$ cat src/rtl/instr_loader_if.sv
// ============================================================================
// instr_loader_if : byte-stream input and instruction-memory write bus
// Revision: 1.0
// ============================================================================
`default_nettype none

interface instr_loader_if #(
  parameter int D_WIDTH   = 8,
  parameter int EXT_WIDTH = 32
);
  logic                 rx_valid;
  logic [D_WIDTH-1:0]   rx_data;
  logic                 rx_ready;
  logic                 WE;
  logic [EXT_WIDTH-1:0] WA;
  logic [D_WIDTH-1:0]   WD;

  // master = stream source / memory side, slave = loader
  modport master (output rx_valid, rx_data, input rx_ready, WE, WA, WD);
  modport slave  (input rx_valid, rx_data, output rx_ready, WE, WA, WD);
endinterface

`default_nettype wire

$ cat src/rtl/instr_loader.sv
// ============================================================================
// instr_loader : parses a framed program image from a byte stream and writes
//                it into instruction memory at the reset vector region.
// Revision: 1.0
// ============================================================================
`default_nettype none

module instr_loader #(
  parameter int                 D_WIDTH   = 8,
  parameter int                 EXT_WIDTH = 32,
  parameter logic [31:0]        BASE_ADDR = 32'hBFC00000,
  parameter int                 MEM_BYTES = 4096,
  parameter logic [D_WIDTH-1:0] SYNC      = 8'hA5
) (
  input  wire             clk,
  input  wire             rst_n,
  instr_loader_if.slave   bus,
  output logic            cpu_hold,
  output logic            busy,
  output logic            done,
  output logic            err
);

  localparam logic [16:0] c_mem_bytes = 17'(MEM_BYTES);

  typedef enum logic [2:0] {
    S_IDLE   = 3'd0,
    S_LEN_LO = 3'd1,
    S_LEN_HI = 3'd2,
    S_DATA   = 3'd3,
    S_CSUM   = 3'd4,
    S_DONE   = 3'd5,
    S_ERR    = 3'd6
  } state_t;

  state_t               state_q, state_d;
  logic [15:0]          len_q, len_d;
  logic [15:0]          off_q, off_d;
  logic [D_WIDTH-1:0]   sum_q, sum_d;
  logic                 we_q, we_d;
  logic [EXT_WIDTH-1:0] wa_q, wa_d;
  logic [D_WIDTH-1:0]   wd_q, wd_d;
  logic                 hold_q, hold_d;
  logic                 busy_q, busy_d;
  logic                 done_q, done_d;
  logic                 err_q, err_d;

  wire                  w_xfer     = bus.rx_valid;
  wire  [15:0]          w_len_full = {bus.rx_data, len_q[7:0]};

  always_ff @(posedge clk or negedge rst_n) begin
    if (!rst_n) begin
      state_q <= S_IDLE;
      len_q   <= '0;
      off_q   <= '0;
      sum_q   <= '0;
      we_q    <= 1'b0;
      wa_q    <= EXT_WIDTH'(BASE_ADDR);
      wd_q    <= '0;
      hold_q  <= 1'b0;
      busy_q  <= 1'b0;
      done_q  <= 1'b0;
      err_q   <= 1'b0;
    end else begin
      state_q <= state_d;
      len_q   <= len_d;
      off_q   <= off_d;
      sum_q   <= sum_d;
      we_q    <= we_d;
      wa_q    <= wa_d;
      wd_q    <= wd_d;
      hold_q  <= hold_d;
      busy_q  <= busy_d;
      done_q  <= done_d;
      err_q   <= err_d;
    end
  end

  always_comb begin
    state_d = state_q;
    len_d   = len_q;
    off_d   = off_q;
    sum_d   = sum_q;
    we_d    = 1'b0;
    wa_d    = wa_q;
    wd_d    = wd_q;
    hold_d  = hold_q;
    busy_d  = busy_q;
    done_d  = done_q;
    err_d   = err_q;
    if (w_xfer) begin
      case (state_q)
        S_IDLE, S_DONE, S_ERR: begin
          if (bus.rx_data == SYNC) begin
            state_d = S_LEN_LO;
            hold_d  = 1'b1;
            busy_d  = 1'b1;
            done_d  = 1'b0;
            err_d   = 1'b0;
            sum_d   = '0;
            off_d   = '0;
          end
        end
        S_LEN_LO: begin
          len_d   = {len_q[15:8], bus.rx_data};
          state_d = S_LEN_HI;
        end
        S_LEN_HI: begin
          len_d = w_len_full;
          // Oversized images are rejected before any byte reaches memory
          if ({1'b0, w_len_full} > c_mem_bytes) begin
            state_d = S_ERR;
            busy_d  = 1'b0;
            err_d   = 1'b1;
          end else if (w_len_full == 16'd0) begin
            state_d = S_CSUM;
          end else begin
            state_d = S_DATA;
          end
        end
        S_DATA: begin
          we_d  = 1'b1;
          wa_d  = EXT_WIDTH'(BASE_ADDR) + EXT_WIDTH'(off_q);
          wd_d  = bus.rx_data;
          sum_d = sum_q + bus.rx_data;
          off_d = off_q + 16'd1;
          if (off_q == len_q - 16'd1) state_d = S_CSUM;
        end
        S_CSUM: begin
          busy_d = 1'b0;
          if (bus.rx_data == sum_q) begin
            state_d = S_DONE;
            done_d  = 1'b1;
            hold_d  = 1'b0;
          end else begin
            state_d = S_ERR;
            err_d   = 1'b1;
          end
        end
        default: state_d = S_IDLE;
      endcase
    end
  end

  assign bus.rx_ready = 1'b1;
  assign bus.WE       = we_q;
  assign bus.WA       = wa_q;
  assign bus.WD       = wd_q;
  assign cpu_hold     = hold_q;
  assign busy         = busy_q;
  assign done         = done_q;
  assign err          = err_q;

endmodule

`default_nettype wire

$ cat src/flat_wrapper.sv
// flat-port wrapper written by rule: the top's interface ports become plain ports
module instr_loader_flat 
#(
  parameter int                 D_WIDTH   = 8,
  parameter int                 EXT_WIDTH = 32,
  parameter logic [31:0]        BASE_ADDR = 32'hBFC00000,
  parameter int                 MEM_BYTES = 4096,
  parameter logic [D_WIDTH-1:0] SYNC      = 8'hA5
)
  (clk, rst_n, cpu_hold, busy, done, err, bus_rx_valid, bus_rx_data, bus_rx_ready, bus_WE, bus_WA, bus_WD);
  instr_loader_if #(.D_WIDTH(D_WIDTH), .EXT_WIDTH(EXT_WIDTH)) bus_i ();
  input  wire clk;
  input  wire rst_n;
  output logic cpu_hold;
  output logic busy;
  output logic done;
  output logic err;
  input wire logic [$bits(bus_i.rx_valid)-1:0] bus_rx_valid;
  input wire logic [$bits(bus_i.rx_data)-1:0] bus_rx_data;
  output wire logic [$bits(bus_i.rx_ready)-1:0] bus_rx_ready;
  output wire logic [$bits(bus_i.WE)-1:0] bus_WE;
  output wire logic [$bits(bus_i.WA)-1:0] bus_WA;
  output wire logic [$bits(bus_i.WD)-1:0] bus_WD;
  assign bus_i.rx_valid = bus_rx_valid;
  assign bus_i.rx_data = bus_rx_data;
  assign bus_rx_ready = bus_i.rx_ready;
  assign bus_WE = bus_i.WE;
  assign bus_WA = bus_i.WA;
  assign bus_WD = bus_i.WD;
  instr_loader #(.D_WIDTH(D_WIDTH), .EXT_WIDTH(EXT_WIDTH), .BASE_ADDR(BASE_ADDR), .MEM_BYTES(MEM_BYTES), .SYNC(SYNC)) u_core (.clk(clk), .rst_n(rst_n), .bus(bus_i), .cpu_hold(cpu_hold), .busy(busy), .done(done), .err(err));
endmodule
$ cat config.mk
export PLATFORM = sky130hd
export DESIGN_NAME = instr_loader_flat
export DESIGN_NICKNAME = d
export VERILOG_FILES = /design/src/rtl/instr_loader_if.sv /design/src/rtl/instr_loader.sv /design/src/flat_wrapper.sv
export SDC_FILE = /design/constraint.sdc
export NUM_CORES = 1
export LEC_CHECK = 0
export ABC_AREA = 1
export CORE_MARGIN = 3
export CORE_UTILIZATION = 45
export DETAILED_ROUTE_END_ITERATION = 7
export PLACE_DENSITY = 0.79
export SKIP_LAST_GASP = 1
export SYNTH_ARGS = -nofsm -noshare
export SYNTH_HDL_FRONTEND = slang
export SYNTH_SLANG_ARGS = --single-unit
$ cat constraint.sdc
create_clock -name clk -period 1.7 [get_ports clk]
set_input_delay 0.17 -clock clk [delete_from_list [all_inputs] [get_ports clk]]
set_output_delay 0.17 -clock clk [all_outputs]
set_load 0.1 [all_outputs]
# Word level (Yosys, flattened, before mapping)
# Cells that the tools add are included.
dict set report classes {
  reduce_logical 14
  n_bitwise 2
  addsub 4
  muxes 24
  magnitude_cmp 1
  n_eq_ne 14
}
# operator n
set ops {}
lappend ops {{$pmux W16 S2} 2}
lappend ops {{$add A32 B16 Y32 const A} 1}
lappend ops {{$add A16 B1 Y16 const B} 1}
lappend ops {{$eq A16 B16 Y1} 1}
lappend ops {{$gt A16 B13 Y1 const B} 1}
lappend ops {{$logic_not A16 Y1} 1}
lappend ops {{$mux W16} 1}
lappend ops {{$pmux W8 S2} 1}
lappend ops {{$sub A16 B1 Y16 const B} 1}
lappend ops {{$pmux W3 S5} 1}
lappend ops {{$mux W3} 4}
lappend ops {{$reduce_and A3 Y1} 4}
lappend ops {{$eq A3 B3 Y1 const B} 3}
lappend ops {{$mux W1} 9}
lappend ops {{$add A8 B8 Y8} 1}
lappend ops {{$eq A8 B8 Y1} 1}
lappend ops {{$eq A8 B8 Y1 const B} 1}
lappend ops {{$mux W8} 1}
lappend ops {{$ne A2 B1 Y1 const B} 4}
lappend ops {{$reduce_and A4 Y1} 2}
lappend ops {{$eq A3 B2 Y1 const B} 2}
lappend ops {{$pmux W1 S3} 2}
lappend ops {{$reduce_and A5 Y1} 1}
lappend ops {{$pmux W1 S2} 2}
lappend ops {{other kinds (9)} 11}
dict set report word_totals {
  ff_bits 88
  in_bits 11
  word_cells 71
  out_inout_bits 46
}

# Depth between registers and ports, before layout
# Gate-level depths: netlist of the first run.
dict set report logic_depth {
  depth_word 4
  depth_mapped 16
  mapped_depth_nobuf 16
}

# Worst setup path before layout of the first run
# Ideal clock, no wire load.
dict set report synth_path {
  path_kind {reg2reg}
  start {register u_core.sum_q[0]}
  end {register u_core.sum_q[6]}
  arrival_time_ns 1.725
  synth_period_minus_slack_ns 1.842
  slack_ns -0.142
  path_stages_with_launch 12
  cell_sequence {dfrtp_1 ha_1 fa_1 nand2_1 nand2_1 nand2_1 a21boi_0 nor2_1 o21ai_0 or2_2 nand3_1 nand2_1}
}
dict set report synth_between {
  elab_chain_cells 2
}
# element line_no
set synth_lines {}
lappend synth_lines {{start: declaration} instr_loader.sv:39} ;# logic [D_WIDTH-1:0] sum_q, sum_d;
lappend synth_lines {{start signal: assignment} instr_loader.sv:68} ;# sum_q <= sum_d;
lappend synth_lines {{$add A8 B8 Y8} instr_loader.sv:125} ;# sum_d = sum_q + bus.rx_data;
lappend synth_lines {{$pmux W8 S2} instr_loader.sv:92} ;# case (state_q)
# No other way between the ends.
# A chain may end at the register's enable or synchronous reset.

# Worst setup path in the final report of the first run
dict set report layout_path {
  start {register u_core.len_q[1]}
  end {register u_core.state_q[0]}
}
dict set report layout_between {
  elab_chain_cells 4
  elab_cells_between_ends 9
}
# element line_no
set layout_lines {}
lappend layout_lines {{start: declaration} instr_loader.sv:37} ;# logic [15:0] len_q, len_d;
lappend layout_lines {{start signal: assignment} instr_loader.sv:66} ;# len_q <= len_d;
lappend layout_lines {{$sub A16 B1 Y16 / $logic_not A16 Y1 (equally long branches)} {instr_loader.sv:127, instr_loader.sv:115}}
lappend layout_lines {{$eq A16 B16 Y1 / $mux W3 (equally long branches)} {instr_loader.sv:127, instr_loader.sv:115}}
lappend layout_lines {{$ne A2 B1 Y1 (no source line) / $mux W3 (equally long branches)} -}
lappend layout_lines {{$reduce_and A3 Y1 (no source line) / $pmux W3 S5 (equally long branches)} -}
lappend layout_lines {{end signal: assignment} instr_loader.sv:65} ;# state_q <= state_d;
lappend layout_lines {{end: declaration} instr_loader.sv:36} ;# state_t state_q, state_d;
# Parallel ways exist; a longest one is shown, timed or not.

==> results of run 1 <==
==> sequential cells by signal, summed over array words and instances, names as in the netlist, 3 cells and up <==
signal          count
u_core.bus.WA      16
u_core.len_q       16
u_core.off_q       16
u_core.bus.WD       8
u_core.sum_q        8
u_core.state_q      3
==> routing by layer <==
metal  wire length, µm  up-vias  part of all wire
li1                  -     2096                 -
met2              7220      244              0.50
met3               932       89             0.065
met1              5330     2181              0.37
met4               873        0             0.061
met5                 0        -                 0
==> per-stage QoR <==
stage	setup TNS [ns]	cells
floorplan	-0.0546	586
global placement	-6.39	799
detailed placement	-8.65	799
CTS	-0.659	826
global route	-4.60	839
finish	-2.66	839
==> where the power goes <==
group	internal (µW)	switching [µW]	leakage, µW	total [µW]
sequential	2320	678	0.000942	3000
clock	683	722	0.0000887	1410
combinational	3010	5370	0.00197	8390
total	6020	6770	0.00300	12800
==> worst max-delay path, cell delays in order, from the launching register on <==
cell	delay (ns)
sky130_fd_sc_hd__dfrtp_1	0.41
sky130_fd_sc_hd__inv_2	0.09
sky130_fd_sc_hd__ha_4	0.17
sky130_fd_sc_hd__buf_4	0.12
sky130_fd_sc_hd__inv_1	0.04
sky130_fd_sc_hd__nand2_1	0.11
sky130_fd_sc_hd__nand2_1	0.07
sky130_fd_sc_hd__nand2_1	0.07
sky130_fd_sc_hd__nand2_1	0.05
sky130_fd_sc_hd__inv_1	0.04
sky130_fd_sc_hd__nand4_1	0.13
sky130_fd_sc_hd__nor3_2	0.24
sky130_fd_sc_hd__nand2_2	0.10
sky130_fd_sc_hd__nand2_4	0.08
sky130_fd_sc_hd__nand2_2	0.05
sky130_fd_sc_hd__nand2_1	0.05
sky130_fd_sc_hd__nand2_1	0.05
==> cell families (layout without fill, tap and decap cells) <==
group           count (synthesis)  in the layout  share of synthesized area
buf+inv                        93            217                     0.0997
simple gates                  290            290                      0.291
fa+ha+maj                      11             11                     0.0330
other cells                     2             17                    0.00171
compound gates                 79             79                      0.117
flops                          72             72                      0.410
xor+xnor                       24             24                     0.0478
==> area by class of cell <==
class / instances / area, µm² / area share
clock buffers: 10 / 128 / 0.0199
multi-input cells: 421 / 2660 / 0.415
well taps: 129 / 161 / 0.0252
flip-flops and latches: 72 / 1810 / 0.282
repair inverters: 4 / 73.8 / 0.0115
repair buffers: 136 / 1270 / 0.198
inverters: 61 / 236 / 0.0370
clock inverters: 6 / 70.1 / 0.0109
==> cell usage in the layout (no fill, tap or decap), drive strengths merged <==
cell	instances
nand3b	6
nor2	49
a21oi	7
o31ai	11
inv	63
and2	1
nand4	14
o21a	1
dfrtp	72
or2	2
bufinv	1
dlygate4sd3	1
clkinvlp	3
xnor2	5
o21ai	55
clkdlybuf4s50	8
dlygate4sd2	1
a21boi	1
ha	10
buf	126
o311ai	1
a21o	1
conb	17
a22o	2
nand2	164
nor4	4
nand3	38
clkbuf	10
clkinv	4
xor2	19
nor3	12
fa	1
==> how the worst max path moves through the flow <==
| stage | start | end | slack, ns | depth (start not counted) |
|---|---|---|---|---|
| floorplan | u_core.sum_q[0]$_DFFE_PN0P_ | u_core.sum_q[6]$_DFFE_PN0P_ | -0.05 | 11 |
| global placement | bus_rx_data[0] | u_core.sum_q[6]$_DFFE_PN0P_ | -0.39 | 12 |
| detailed placement | bus_rx_data[0] | u_core.sum_q[6]$_DFFE_PN0P_ | -0.42 | 12 |
| CTS | u_core.len_q[4]$_DFFE_PN0P_ | u_core.state_q[0]$_DFFE_PN0P_ | -0.16 | 14 |
| global route | u_core.len_q[1]$_DFFE_PN0P_ | u_core.state_q[0]$_DFFE_PN0P_ | -0.44 | 16 |
| finish | u_core.len_q[1]$_DFFE_PN0P_ | u_core.state_q[0]$_DFFE_PN0P_ | -0.30 | 16 |
==> timing repair <==
item                       4_1_cts  5_1_grt
setup endpoints to repair       16       37
gates cloned                     2        2
resized for setup               38       85
hold buffers                     1        0
pin swaps                       25       31
hold endpoints to repair        72        0
setup buffers                    8       11
==> impl_metrics.env, run 1 <==
export IMPL_violated_checks="setup timing"
export IMPL_hold_viol=0
export IMPL_rrSetupSlack_ns=-0.30
export IMPL_most_crowded_layer_gr="met2"
export IMPL_asyncSetResetFlopFracSynth=1.00
export IMPL_critical_path_reg2reg_startpoint="u_core.len_q[1]$_DFFE_PN0P_"
export IMPL_criticalPathCategory="reg -> reg"
export IMPL_timing_critical_path_fanout_max=4
export IMPL_postRouteWirelength_mm=14.4
export IMPL_finalSetupViolCount=25
export IMPL_synth_cells_most_frequent="sky130_fd_sc_hd__nand2_1, sky130_fd_sc_hd__dfrtp_1, sky130_fd_sc_hd__inv_1"
export IMPL_floorplan_die_width_um=105
export IMPL_layout_worst_path_cycle_share=1.18
export IMPL_globalRouteMet1Util=0.262
export IMPL_layout_filler_cells=629
export IMPL_unrepaired_setup_endpoints_after_global_routing="yes"
export IMPL_drt_iter0_markers=446
export IMPL_drc=0
export IMPL_dr_total_vias=4610
export IMPL_initial_utilization=0.469
export IMPL_clkLatencyLatePin_ns=0.36
export IMPL_grt_util_met2=0.400
export IMPL_placeableCoreArea_um2=9370
export IMPL_status="complete, but fails checks"
export IMPL_clock_tree_from_tritoncts="built"
export IMPL_postRouteAntennaNets=0
export IMPL_row_count=35
export IMPL_max_cap_violations=0
export IMPL_design_die_area_um2=11000
export IMPL_yosysMostFrequentCell="sky130_fd_sc_hd__nand2_1"
export IMPL_cp_end_kind="register"
export IMPL_grt_pass1_vias=4408
export IMPL_postSynthAreaPerCell_um2=7.69
export IMPL_antenna_found_initial=0
export IMPL_fin_skew_ns=0.0128
export IMPL_global_route_wire_length_before_repair_mm=20.5
export IMPL_grt_ovfl_total=0
export IMPL_post_route_cell_area_um2=6400
export IMPL_finish_net_count=727
export IMPL_grt_util_all_layers=0.227
export IMPL_clock_tree_root_cell="sky130_fd_sc_hd__clkbuf_8"
export IMPL_clk_pin_slew_ns=0.08
export IMPL_cp_data_arrival_time_ns=2.25
export IMPL_synth_top_cell_by_area="sky130_fd_sc_hd__dfrtp_1"
export IMPL_port_buffers=39
export IMPL_htreeDepth=3
export IMPL_final_util=0.683
export IMPL_required_ns=1.94
export IMPL_globalRouteMet3Util=0.0457
export IMPL_place_gp_congestion=0.926
export IMPL_n_antenna_cell=0
export IMPL_synthDominantCellAreaShare=0.410
export IMPL_syn_area_um2=4390
export IMPL_floorplan_die_height_um=105
export IMPL_cellPowerDensity_nw_per_um2=2000
export IMPL_slew_viol_final=0
export IMPL_post_dr_vias_cell=5.49
export IMPL_placed_cell_area_um2=5490
export IMPL_postSynth_topFlopCell="sky130_fd_sc_hd__dfrtp_1"
export IMPL_clk_path_buf_depth=2
export IMPL_area_delta_synth_final_pct=45.7
export IMPL_worst_hold_slack_ns=0.345
export IMPL_pre_cts_slack_ns=-0.422
export IMPL_critical_path_reg2reg_endpoint="u_core.state_q[0]$_DFFE_PN0P_"
export IMPL_drt_wirelength_per_cell_um=17.1
export IMPL_largest_voltage_drop_on_the_vdd_net_uv=1730
export IMPL_yosysWarningCount=0
export IMPL_power_total_uw=12800
export IMPL_pin_count_of_the_biggest_net_entering_global_routing=73
export IMPL_dr_pass1_iters=5
export IMPL_clkSinkCount=72
export IMPL_worst_min_delay_path_category="in -> async"
export IMPL_maxClockFrequency_ghz=0.499
export IMPL_synth_enable_flop_cells=0
export IMPL_worst_slack_ns=-0.302
export IMPL_cts_made_buffers=9
export IMPL_floorplan_io_pins=57
export IMPL_worst_r2r_cell_count=16
export IMPL_start_kind="register"
export IMPL_yosys_register_bits=72
export IMPL_period_minus_slack_ns=2.00
export IMPL_final_layout_size_suffix_gt1_frac=0.352
export IMPL_synth_top_area_cells="sky130_fd_sc_hd__dfrtp_1, sky130_fd_sc_hd__nand2_1, sky130_fd_sc_hd__o21ai_0, sky130_fd_sc_hd__inv_1, sky130_fd_sc_hd__nand3_1"
export IMPL_synth_cells=571
export IMPL_p_leak_uw=0.00300
export IMPL_synth_seq_area_share=0.410
export IMPL_post_synth_num_cell_types=38
export IMPL_place_hpwl_mm=8.50
(Power assumes the default switching activity.)
==> run 2: changes to the inputs <==
--- a/config.mk
+++ b/config.mk
@@ -5,10 +5,9 @@
 export SDC_FILE = /design/constraint.sdc
 export NUM_CORES = 1
 export LEC_CHECK = 0
-export ABC_AREA = 1
-export CORE_MARGIN = 3
 export CORE_UTILIZATION = 45
 export DETAILED_ROUTE_END_ITERATION = 7
+export GPL_ROUTABILITY_DRIVEN = 0
 export PLACE_DENSITY = 0.79
 export SKIP_LAST_GASP = 1
 export SYNTH_ARGS = -nofsm -noshare
==> impl_metrics.env, run 2 <==
export IMPL_status="complete, but fails checks"
export IMPL_violated_checks="DRC, setup timing"
export IMPL_unrepaired_setup_endpoints_after_global_routing="yes"
export IMPL_grt_pass1_vias=4209
export IMPL_global_route_wire_length_before_repair_mm=21.9
export IMPL_design_die_area_um2=9630
export IMPL_post_route_cell_area_um2=6210
export IMPL_finish_net_count=610
export IMPL_synthDominantCellAreaShare=0.433
export IMPL_layout_worst_path_cycle_share=1.44
export IMPL_cp_data_arrival_time_ns=2.69
export IMPL_layout_filler_cells=579
export IMPL_postSynth_topFlopCell="sky130_fd_sc_hd__dfrtp_1"
export IMPL_start_kind="register"
export IMPL_clk_pin_slew_ns=0.08
export IMPL_clkLatencyLatePin_ns=0.36
export IMPL_drt_wirelength_per_cell_um=20.9
export IMPL_drt_iter0_markers=572
export IMPL_grt_util_all_layers=0.294
export IMPL_port_buffers=39
export IMPL_place_hpwl_mm=8.58
export IMPL_synth_top_cell_by_area="sky130_fd_sc_hd__dfrtp_1"
export IMPL_fin_skew_ns=0.0134
export IMPL_timing_critical_path_fanout_max=3
export IMPL_post_synth_num_cell_types=57
export IMPL_cp_end_kind="register"
export IMPL_row_count=34
export IMPL_placeableCoreArea_um2=8850
export IMPL_maxClockFrequency_ghz=0.408
export IMPL_postSynthAreaPerCell_um2=9.10
export IMPL_worst_slew_pin_slew_ns=0.494
export IMPL_synth_cells_most_frequent="sky130_fd_sc_hd__nand2_1, sky130_fd_sc_hd__dfrtp_1, sky130_fd_sc_hd__nor2_1"
export IMPL_post_dr_vias_cell=6.13
export IMPL_max_cap_violations=0
export IMPL_synth_enable_flop_cells=0
export IMPL_placed_cells_incl_taps=673
export IMPL_cellPowerDensity_nw_per_um2=1740
export IMPL_yosysMostFrequentCell="sky130_fd_sc_hd__nand2_1"
export IMPL_grt_ovfl_total=0
export IMPL_clk_path_buf_depth=2
export IMPL_worst_slack_ns=-0.753
export IMPL_clock_tree_from_tritoncts="built"
export IMPL_required_ns=1.94
export IMPL_largest_voltage_drop_on_the_vdd_net_uv=1090
export IMPL_clkSinkCount=72
export IMPL_hold_viol=0
export IMPL_instances_no_fill=702
export IMPL_asyncSetResetFlopFracSynth=1.00
export IMPL_synth_cells=457
export IMPL_pin_count_of_the_biggest_net_entering_global_routing=73
export IMPL_postRouteAntennaNets=0
export IMPL_floorplan_die_height_um=98.1
export IMPL_dr_pass1_iters=8
export IMPL_dr_total_vias=4304
export IMPL_drc=12
export IMPL_mostFrequentLayoutCell="sky130_fd_sc_hd__buf_4"
export IMPL_slew_headroom=0.667
export IMPL_period_minus_slack_ns=2.45
export IMPL_yosys_register_bits=72
export IMPL_synth_seq_area_share=0.433
export IMPL_final_layout_size_suffix_gt1_frac=0.379
export IMPL_floorplan_io_pins=57
export IMPL_criticalPathCategory="reg -> reg"
export IMPL_cts_made_buffers=9
export IMPL_floorplan_die_width_um=98.1
export IMPL_final_cell_mix="sky130_fd_sc_hd__buf_4, sky130_fd_sc_hd__nand2_1, sky130_fd_sc_hd__dfrtp_1"
export IMPL_synth_top_area_cells="sky130_fd_sc_hd__dfrtp_1, sky130_fd_sc_hd__nand2_1, sky130_fd_sc_hd__xnor2_1, sky130_fd_sc_hd__mux2_2, sky130_fd_sc_hd__buf_4"
export IMPL_syn_area_um2=4160
export IMPL_slew_viol_final=0
export IMPL_placed_cell_area_um2=5500
export IMPL_finalSetupViolCount=40
export IMPL_p_leak_uw=0.00297
export IMPL_area_delta_synth_final_pct=49.3
export IMPL_htreeDepth=3
export IMPL_yosysWarningCount=0
export IMPL_antenna_found_initial=0
export IMPL_initial_utilization=0.470
export IMPL_rrSetupSlack_ns=-0.75
export IMPL_worst_min_delay_path_category="in -> reg"
export IMPL_clock_tree_root_cell="sky130_fd_sc_hd__clkbuf_8"
export IMPL_postRouteWirelength_mm=14.7
-- run 2: changes by cell type after synthesis, sizes merged, moves of 14 or more --
cell / before / now
nand2: 164 / 91
inv: 61 / 13
o21ai: 55 / 20
nand3: 38 / 7
xnor2: 5 / 27
nor2: 49 / 29
mux2: 0 / 14
-- run 2: power by group --
group	switching, µW	internal [µW]	leakage [µW]	total, µW
Clock	694	828	0.000104	1520
Sequential	510	2190	0.000941	2700
Combinational	3840	2740	0.00193	6580
-- run 2: per-stage QoR --
stage / worst slack [ns] / TNS, ns / util / hold slack, ns / total power, µW
CTS: -0.631 / -8.59 / 0.676 / 0.371 / 10100
floorplan: -0.649 / -3.12 / - / -0.126 / 6160
finish: -0.753 / -14.78 / 0.701 / 0.297 / 10800
global route: -0.821 / -17.42 / 0.701 / 0.293 / 11200
global placement: -0.709 / -18.23 / 0.621 / 0.226 / 7930
detailed placement: -0.763 / -19.97 / 0.621 / 0.237 / 8140
-- run 2: kinds of logic (layout without fill, tap and decap cells) --
| group | after synthesis | after routing | share of synthesized area |
|---|---|---|---|
| simple gates | 197 | 197 | 0.230 |
| flops | 72 | 72 | 0.433 |
| compound gates | 70 | 70 | 0.113 |
| buf+inv | 51 | 172 | 0.0635 |
| xor+xnor | 37 | 37 | 0.0779 |
| mux | 17 | 17 | 0.0451 |
| fa+ha+maj | 11 | 11 | 0.0349 |
| other cells | 2 | 18 | 0.00181 |
-- run 2: area by class of cell --
type / instances / area (µm²) / share of cell area
timing repair buffer: 142 / 1380 / 0.223
antenna: 1 / 2.50 / 0.000403
multi-input combinational: 349 / 2610 / 0.421
clock inverter: 5 / 81.3 / 0.0131
inverter: 14 / 61.3 / 0.00988
clock buffer: 11 / 131 / 0.0212
tap: 108 / 135 / 0.0218
sequential: 72 / 1800 / 0.291
-- run 2: worst paths after layout --
check,startpoint,end,cells past startpoint
setup / recovery,u_core.len_q[3]$_DFFE_PN0P_,u_core.state_q[1]$_DFFE_PN0P_,6
hold / removal,bus_rx_data[4],u_core.bus.WD[4]$_DFFE_PN0P_,4
setup reg to reg,u_core.len_q[3]$_DFFE_PN0P_,u_core.state_q[1]$_DFFE_PN0P_,6
hold reg to reg,u_core.bus.WA[12]$_DFFE_PN0P_,u_core.bus.WA[12]$_DFFE_PN0P_,2
max in group asynchronous,rst_n,u_core.len_q[4]$_DFFE_PN0P_,3
min in group asynchronous,rst_n,u_core.off_q[14]$_DFFE_PN0P_,3
-- run 2: worst max-delay path, stage by stage, from the launching register on --
cell                      delay [ns]
sky130_fd_sc_hd__dfrtp_1        0.42
sky130_fd_sc_hd__or4_4          0.54
sky130_fd_sc_hd__o41ai_2        0.22
sky130_fd_sc_hd__nand4_1        0.14
sky130_fd_sc_hd__or4_4          0.51
sky130_fd_sc_hd__nor4_4         0.37
sky130_fd_sc_hd__a21oi_1        0.14
-- run 2: timing repair --
item	CTS	global route
buffers inserted	2	6
setup endpoints to repair	38	47
gates cloned	3	0
gates resized for setup	41	34
pin swaps	23	16
hold buffers	1	0
hold endpoints to repair	72	0
-- run 2: routing by layer --
| metal | vias up | wire (µm) | track usage | part of all wire |
|---|---|---|---|---|
| li1 | 1824 | - | - | - |
| met1 | 2102 | 5660 | 0.368 | 0.38 |
| met2 | 279 | 7110 | 0.484 | 0.48 |
| met3 | 99 | 1070 | 0.0515 | 0.073 |
| met4 | 0 | 867 | 0.161 | 0.059 |
| met5 | - | 0 | 0 | 0 |
